[config.mk]
export PLATFORM = sky130hd
export DESIGN_NAME = uart_tx_word_feeder
export DESIGN_NICKNAME = d
export VERILOG_FILES = /design/src/rtl/uart_tx_word_feeder.sv
export SDC_FILE = /design/constraint.sdc
export NUM_CORES = 1
export LEC_CHECK = 0
export ABC_CLOCK_PERIOD_IN_PS = 3400
export BUFFER_PORTS_ARGS = -buffer_cell sky130_fd_sc_hd__buf_4
export CAP_MARGIN = 40
export CORE_MARGIN = 1
export CORE_UTILIZATION = 57
export DETAILED_ROUTE_END_ITERATION = 12
export MAX_ROUTING_LAYER = met4
export PLACE_DENSITY = 0.83
export SETUP_SLACK_MARGIN = 0.1
export SLEW_MARGIN = 20
export SYNTH_ARGS = -nofsm -noshare
export SYNTH_HDL_FRONTEND = slang
export SYNTH_SLANG_ARGS = --single-unit
[constraint.sdc]
create_clock -name CLK100MHZ -period 3.4 [get_ports CLK100MHZ]
set_clock_uncertainty 0.05 [all_clocks]
set_input_delay 0.17 -clock CLK100MHZ [delete_from_list [all_inputs] [get_ports CLK100MHZ]]
set_output_delay 0.17 -clock CLK100MHZ [all_outputs]
set_load 0.005 [all_outputs]
[src/rtl/uart_tx_word_feeder.sv]
// Feeds one multi-byte word to a UART transmitter a byte at a time, with an optional sync header.
// Each next byte is paced by the rising edge of the transmitter's DONE.
module uart_tx_word_feeder #(
  parameter int                    DATA_WIDTH  = 8,
  parameter int                    WORD_BYTES  = 4,
  parameter int                    MSB_FIRST   = 1,
  parameter int                    HEADER_EN   = 1,
  parameter logic [DATA_WIDTH-1:0] HEADER_BYTE = 8'hA5
) (
  input  logic                             CLK100MHZ,
  input  logic                             RESET,
  input  logic [WORD_BYTES*DATA_WIDTH-1:0] IN_DATA,
  input  logic                             IN_VALID,
  output logic                             IN_READY,
  output logic                             TX_EN,
  output logic [DATA_WIDTH-1:0]            TX_DATA,
  input  logic                             TX_DONE,
  output logic                             BUSY,
  output logic                             WORD_DONE
);

  localparam int         HDR      = (HEADER_EN != 0) ? 1 : 0;
  localparam int         N_BYTES  = WORD_BYTES + HDR;
  localparam int         WORD_W   = WORD_BYTES * DATA_WIDTH;
  localparam logic [3:0] LAST_IDX = 4'(N_BYTES - 1);

  typedef enum logic {ST_IDLE, ST_SEND} state_t;

  state_t                  r_state;
  logic [3:0]              r_idx;
  logic                    r_done_q;
  logic [WORD_W-1:0]       r_word;
  logic                    r_tx_en;
  logic [DATA_WIDTH-1:0]   r_tx_data;
  logic                    r_busy;
  logic                    r_word_done;

  logic [DATA_WIDTH-1:0]   w_seq [16];
  logic [DATA_WIDTH-1:0]   w_first_byte;
  logic [3:0]              w_next_idx;
  logic                    w_done_rise;

  // Transmit order of the latched word: header (if any) followed by payload bytes.
  for (genvar gi = 0; gi < 16; gi++) begin : g_seq
    if (HDR == 1 && gi == 0) begin : g_hdr
      assign w_seq[gi] = HEADER_BYTE;
    end else if (gi < N_BYTES) begin : g_pay
      localparam int K   = gi - HDR;
      localparam int OFS = (MSB_FIRST != 0) ? (WORD_BYTES - 1 - K) * DATA_WIDTH : K * DATA_WIDTH;
      assign w_seq[gi] = r_word[OFS +: DATA_WIDTH];
    end else begin : g_unused
      assign w_seq[gi] = '0;
    end
  end

  // Byte 0 is taken straight from the input so TX_DATA is valid on the accepting edge.
  if (HDR == 1) begin : g_first_hdr
    assign w_first_byte = HEADER_BYTE;
  end else if (MSB_FIRST != 0) begin : g_first_msb
    assign w_first_byte = IN_DATA[(WORD_BYTES-1)*DATA_WIDTH +: DATA_WIDTH];
  end else begin : g_first_lsb
    assign w_first_byte = IN_DATA[DATA_WIDTH-1:0];
  end

  assign w_next_idx  = r_idx + 4'd1;
  // DONE stays high between words, so only its rising edge counts as a completion.
  assign w_done_rise = TX_DONE & ~r_done_q;

  assign IN_READY  = (r_state == ST_IDLE);
  assign TX_EN     = r_tx_en;
  assign TX_DATA   = r_tx_data;
  assign BUSY      = r_busy;
  assign WORD_DONE = r_word_done;

  always_ff @(posedge CLK100MHZ or negedge RESET) begin
    if (!RESET) begin
      r_state     <= ST_IDLE;
      r_idx       <= '0;
      r_done_q    <= 1'b0;
      r_word      <= '0;
      r_tx_en     <= 1'b0;
      r_tx_data   <= '0;
      r_busy      <= 1'b0;
      r_word_done <= 1'b0;
    end else begin
      r_done_q    <= TX_DONE;
      r_word_done <= 1'b0;
      case (r_state)
        ST_IDLE: begin
          if (IN_VALID) begin
            r_word    <= IN_DATA;
            r_idx     <= '0;
            r_busy    <= 1'b1;
            r_tx_en   <= 1'b1;
            r_tx_data <= w_first_byte;
            r_state   <= ST_SEND;
          end
        end
        ST_SEND: begin
          if (w_done_rise) begin
            if (r_idx == LAST_IDX) begin
              r_tx_en     <= 1'b0;
              r_busy      <= 1'b0;
              r_word_done <= 1'b1;
              r_state     <= ST_IDLE;
            end else begin
              r_idx     <= w_next_idx;
              r_tx_data <= w_seq[w_next_idx];
            end
          end
        end
        default: r_state <= ST_IDLE;
      endcase
    end
  end

endmodule

==> impl_metrics.py <==
metrics = {
    "power_and_ir_drop": {
        "intPower_mw": 1.435,
        "ir_worst_vdd_v": 0.0004340,
        "p_sw_frac": 0.3880,
        "p_leak_nw": 1.442,
        "power.switching_uw": 909.4,
        "p_clk_frac": 0.154,
        "power.density_nw_per_um2": 828.5,
        "combPwrFrac": 0.401,
        "seqPwrFrac": 0.445,
    },
    "yosys": {
        "yosysTopAreaCell": "dfrtp_1",
        "syn_area_per_cell_um2": 9.170,
        "netlist_area_um2": 2173,
        "synth_cell_types": 29,
        "synth.top_cell.area_share": 0.5527,
        "netlist_instances": 237,
        "yosysWarnings": 0,
        "ys_top_cells_by_area": "dfrtp_1 (55%), nand2_1 (18%), mux2i_1 (2.8%)",
        "synth-seq-cells": 48,
        "synth_nets": 275,
        "yosysSeqAreaShare": 0.5527,
    },
    "grt": {
        "grt_antenna_before_repair": 0,
        "overflow": 0,
        "grt_pass1_wl_mm": 8.528,
        "grt_usage": 0.2879,
        "grt_pass1_vias": 1865,
        "grt_max_degree": 49,
    },
    "cts": {
        "cts_made_buffers": 5,
        "cts_tree": "done",
        "clk_pin_slew_ns": 0.10,
        "htree_levels": 2,
        "worst_skew_pair.late_latency_ns": 0.32,
        "clockBufferDepth": 2,
        "cts_sinks": 48,
        "cts-root-buf": "clkbuf_8",
    },
    "timing": {
        "rsz0062_at_grt": "no",
        "worstMarginPinSlew_ns": 0.6824,
        "max_slew_margin": 0.5451,
        "final-hold-violation-count": 4,
        "final_max_slew_viol_count": 0,
        "timing.fmax_mhz": 421.3,
        "period_share": 0.6982,
        "setup_viol_count_final": 0,
        "fin_setup_tns_ns": 0,
        "period_minus_slack_ns": 2.374,
        "hold_ws_ns": -0.004577,
    },
    "min_path": {
        "holdPathEnd": "r_word[27]",
        "hold_depth": 3,
        "worstHoldStart": "IN_DATA[27]",
        "min-delay-path-class": "in -> reg",
    },
    "setup_path": {
        "worstSetupPathType": "reg -> reg",
        "r2r_setup_slack_ns": 1.03,
        "cp.required_ns": 3.57,
        "end_kind": "flop",
        "reg2reg_to": "TX_DATA[0]",
        "arrival_ns": 2.54,
        "worstRegToRegCells": 6,
        "startpoint_type": "flop",
        "r2r_start": "r_idx[0]",
        "path_max_fanout": 20,
    },
    "layout": {
        "final_cell_mix": "nand2_1 (104), buf_4 (49), dfrtp_1 (48), dlygate4sd3_1 (20), o21ai_0 (8)",
        "area_delta_synth_final_pct": 30.17,
        "fillers": 261,
        "nNetsFinal": 337,
        "drive_gt1_frac": 0.2100,
        "antenna_cells": 0,
        "fin_area_um2": 2829,
        "final_common_cell": "nand2_1",
    },
    "route": {
        "routed_wirelength_mm": 4.991,
        "vias": 1866,
        "wl_per_cell_um": 14.34,
        "drt_first_pass_iters": 4,
        "drcViolationCount": 0,
        "ant_nets": 0,
        "drt-initial-drc-count": 127,
        "vias_per_cell": 5.362,
    },
    "floorplanning": {
        "ios": 48,
        "start_util": 0.5936,
        "dieArea_um2": 4064,
        "dieHeight_um": 63.75,
        "std_cell_rows": 22,
        "core_um2": 3661,
        "die_w_um": 63.75,
    },
    "placement": {
        "dp_hpwl_mm": 3.119,
        "gp_congestion": 0.8743,
        "placed_area_um2": 2524,
        "port_buffers": 47,
    },
    "outcome": {
        "outcome": "finished, violations left",
        "violations": "negative hold slack",
    },
    "run": {
        "maxCapViolCount": 0,
    },
}
[state kept, by name, summed over array words and instances, names as in the netlist]
name       cells
BUSY           1
WORD_DONE      1
r_done_q       1
TX_DATA        8
r_idx          4
r_word        32
r_state        1
[cells in the mapped netlist]
cell	instances
nand3_1	7
xor2_1	1
or3_1	1
a21oi_1	3
a2bb2oi_1	3
o2bb2ai_1	1
o21ai_1	1
o221ai_1	2
o31ai_1	3
a32oi_1	1
xnor2_2	1
o221ai_2	2
buf_4	2
nand3b_1	2
buf_2	7
mux2i_1	6
nand2_1	104
nor2_1	7
clkbuf_1	5
nand2b_1	3
dfrtp_1	48
a22o_1	3
ha_1	2
nor2b_1	4
inv_1	4
o21ai_0	8
buf_6	1
nand3_2	1
a32o_1	4
[critical path: stages (launching register included)]
cell and delay [ns]:
dfrtp_1 0.79, inv_1 0.11, ha_1 0.22, nand3b_1 0.12, nand2b_1 0.36, nand2b_1 0.35, o31ai_1 0.27
[cell type report]
type                       instances  area, µm²  share of cell area
clock buffer                       5      68.82             0.02433
clock inverter                     3      25.02            0.008846
inverter                           4      15.01            0.005307
multi-input combinational        170      879.6              0.3109
sequential                        48       1201              0.4246
tap                               48      60.06             0.02123
timing repair buffer              70      579.3              0.2048
[power by group through the flow]
stage | registers, mW | clock network, mW | logic (mW)
floorplan | 0.963 | 0 | 0.697
global placement | 1.04 | 0 | 0.849
detailed placement | 1.05 | 0 | 0.886
CTS | 1.04 | 0.358 | 0.911
global route | 1.08 | 0.385 | 1.06
finish | 1.04 | 0.361 | 0.941
[routing by layer]
layer | track usage | part of all wire | wire [µm] | up-vias
li1 | - | - | - | 903
met1 | 0.3493 | 0.41 | 2046 | 901
met2 | 0.4840 | 0.52 | 2620 | 55
met3 | 0.05179 | 0.050 | 250 | 7
met4 | 0.09943 | 0.015 | 74 | 0
met5 | - | 0 | 0 | -
[worst max path at each step]
stage                  start    endpoint  cells after the start
global route        r_idx[0]  TX_DATA[0]                      6
finish              r_idx[0]  TX_DATA[0]                      6
floorplan           r_idx[0]  TX_DATA[2]                      8
global placement    r_idx[0]  TX_DATA[1]                      5
detailed placement  r_idx[0]  TX_DATA[1]                      5
CTS                 r_idx[0]  TX_DATA[1]                      5
[stage by stage]
stage | utilization | hold slack, ns | setup slack, ns | cells | power [mW]
floorplan | - | -0.1756 | 1.410 | 237 | 1.660
global route | 0.7727 | 0.001385 | 0.8059 | 348 | 2.522
finish | 0.7727 | -0.004577 | 1.026 | 348 | 2.344
global placement | 0.6893 | 0.1595 | 1.030 | 319 | 1.889
CTS | 0.7697 | 0.0009111 | 0.9170 | 347 | 2.307
detailed placement | 0.6893 | 0.1558 | 0.9486 | 319 | 1.934
[cells by family (layout without fill, tap and decap cells)]
kind of cell,Yosys count,after routing,share of synthesized area
mux,6,6,0.02763
fa+ha+maj,2,2,0.01151
xor+xnor,2,2,0.01152
buf+inv,19,82,0.04375
compound gates,31,31,0.1105
flops,48,48,0.5527
simple gates,129,129,0.2424
[what timing repair did]
action / CTS / global route
hold buffers: 20 / 0
hold endpoints to repair: 67 / 0
gates resized for setup: 0 / 0
buffers inserted: 0 / 0
setup endpoints to repair: 0 / 0
Note: power is estimated with default switching activity, not from simulation.
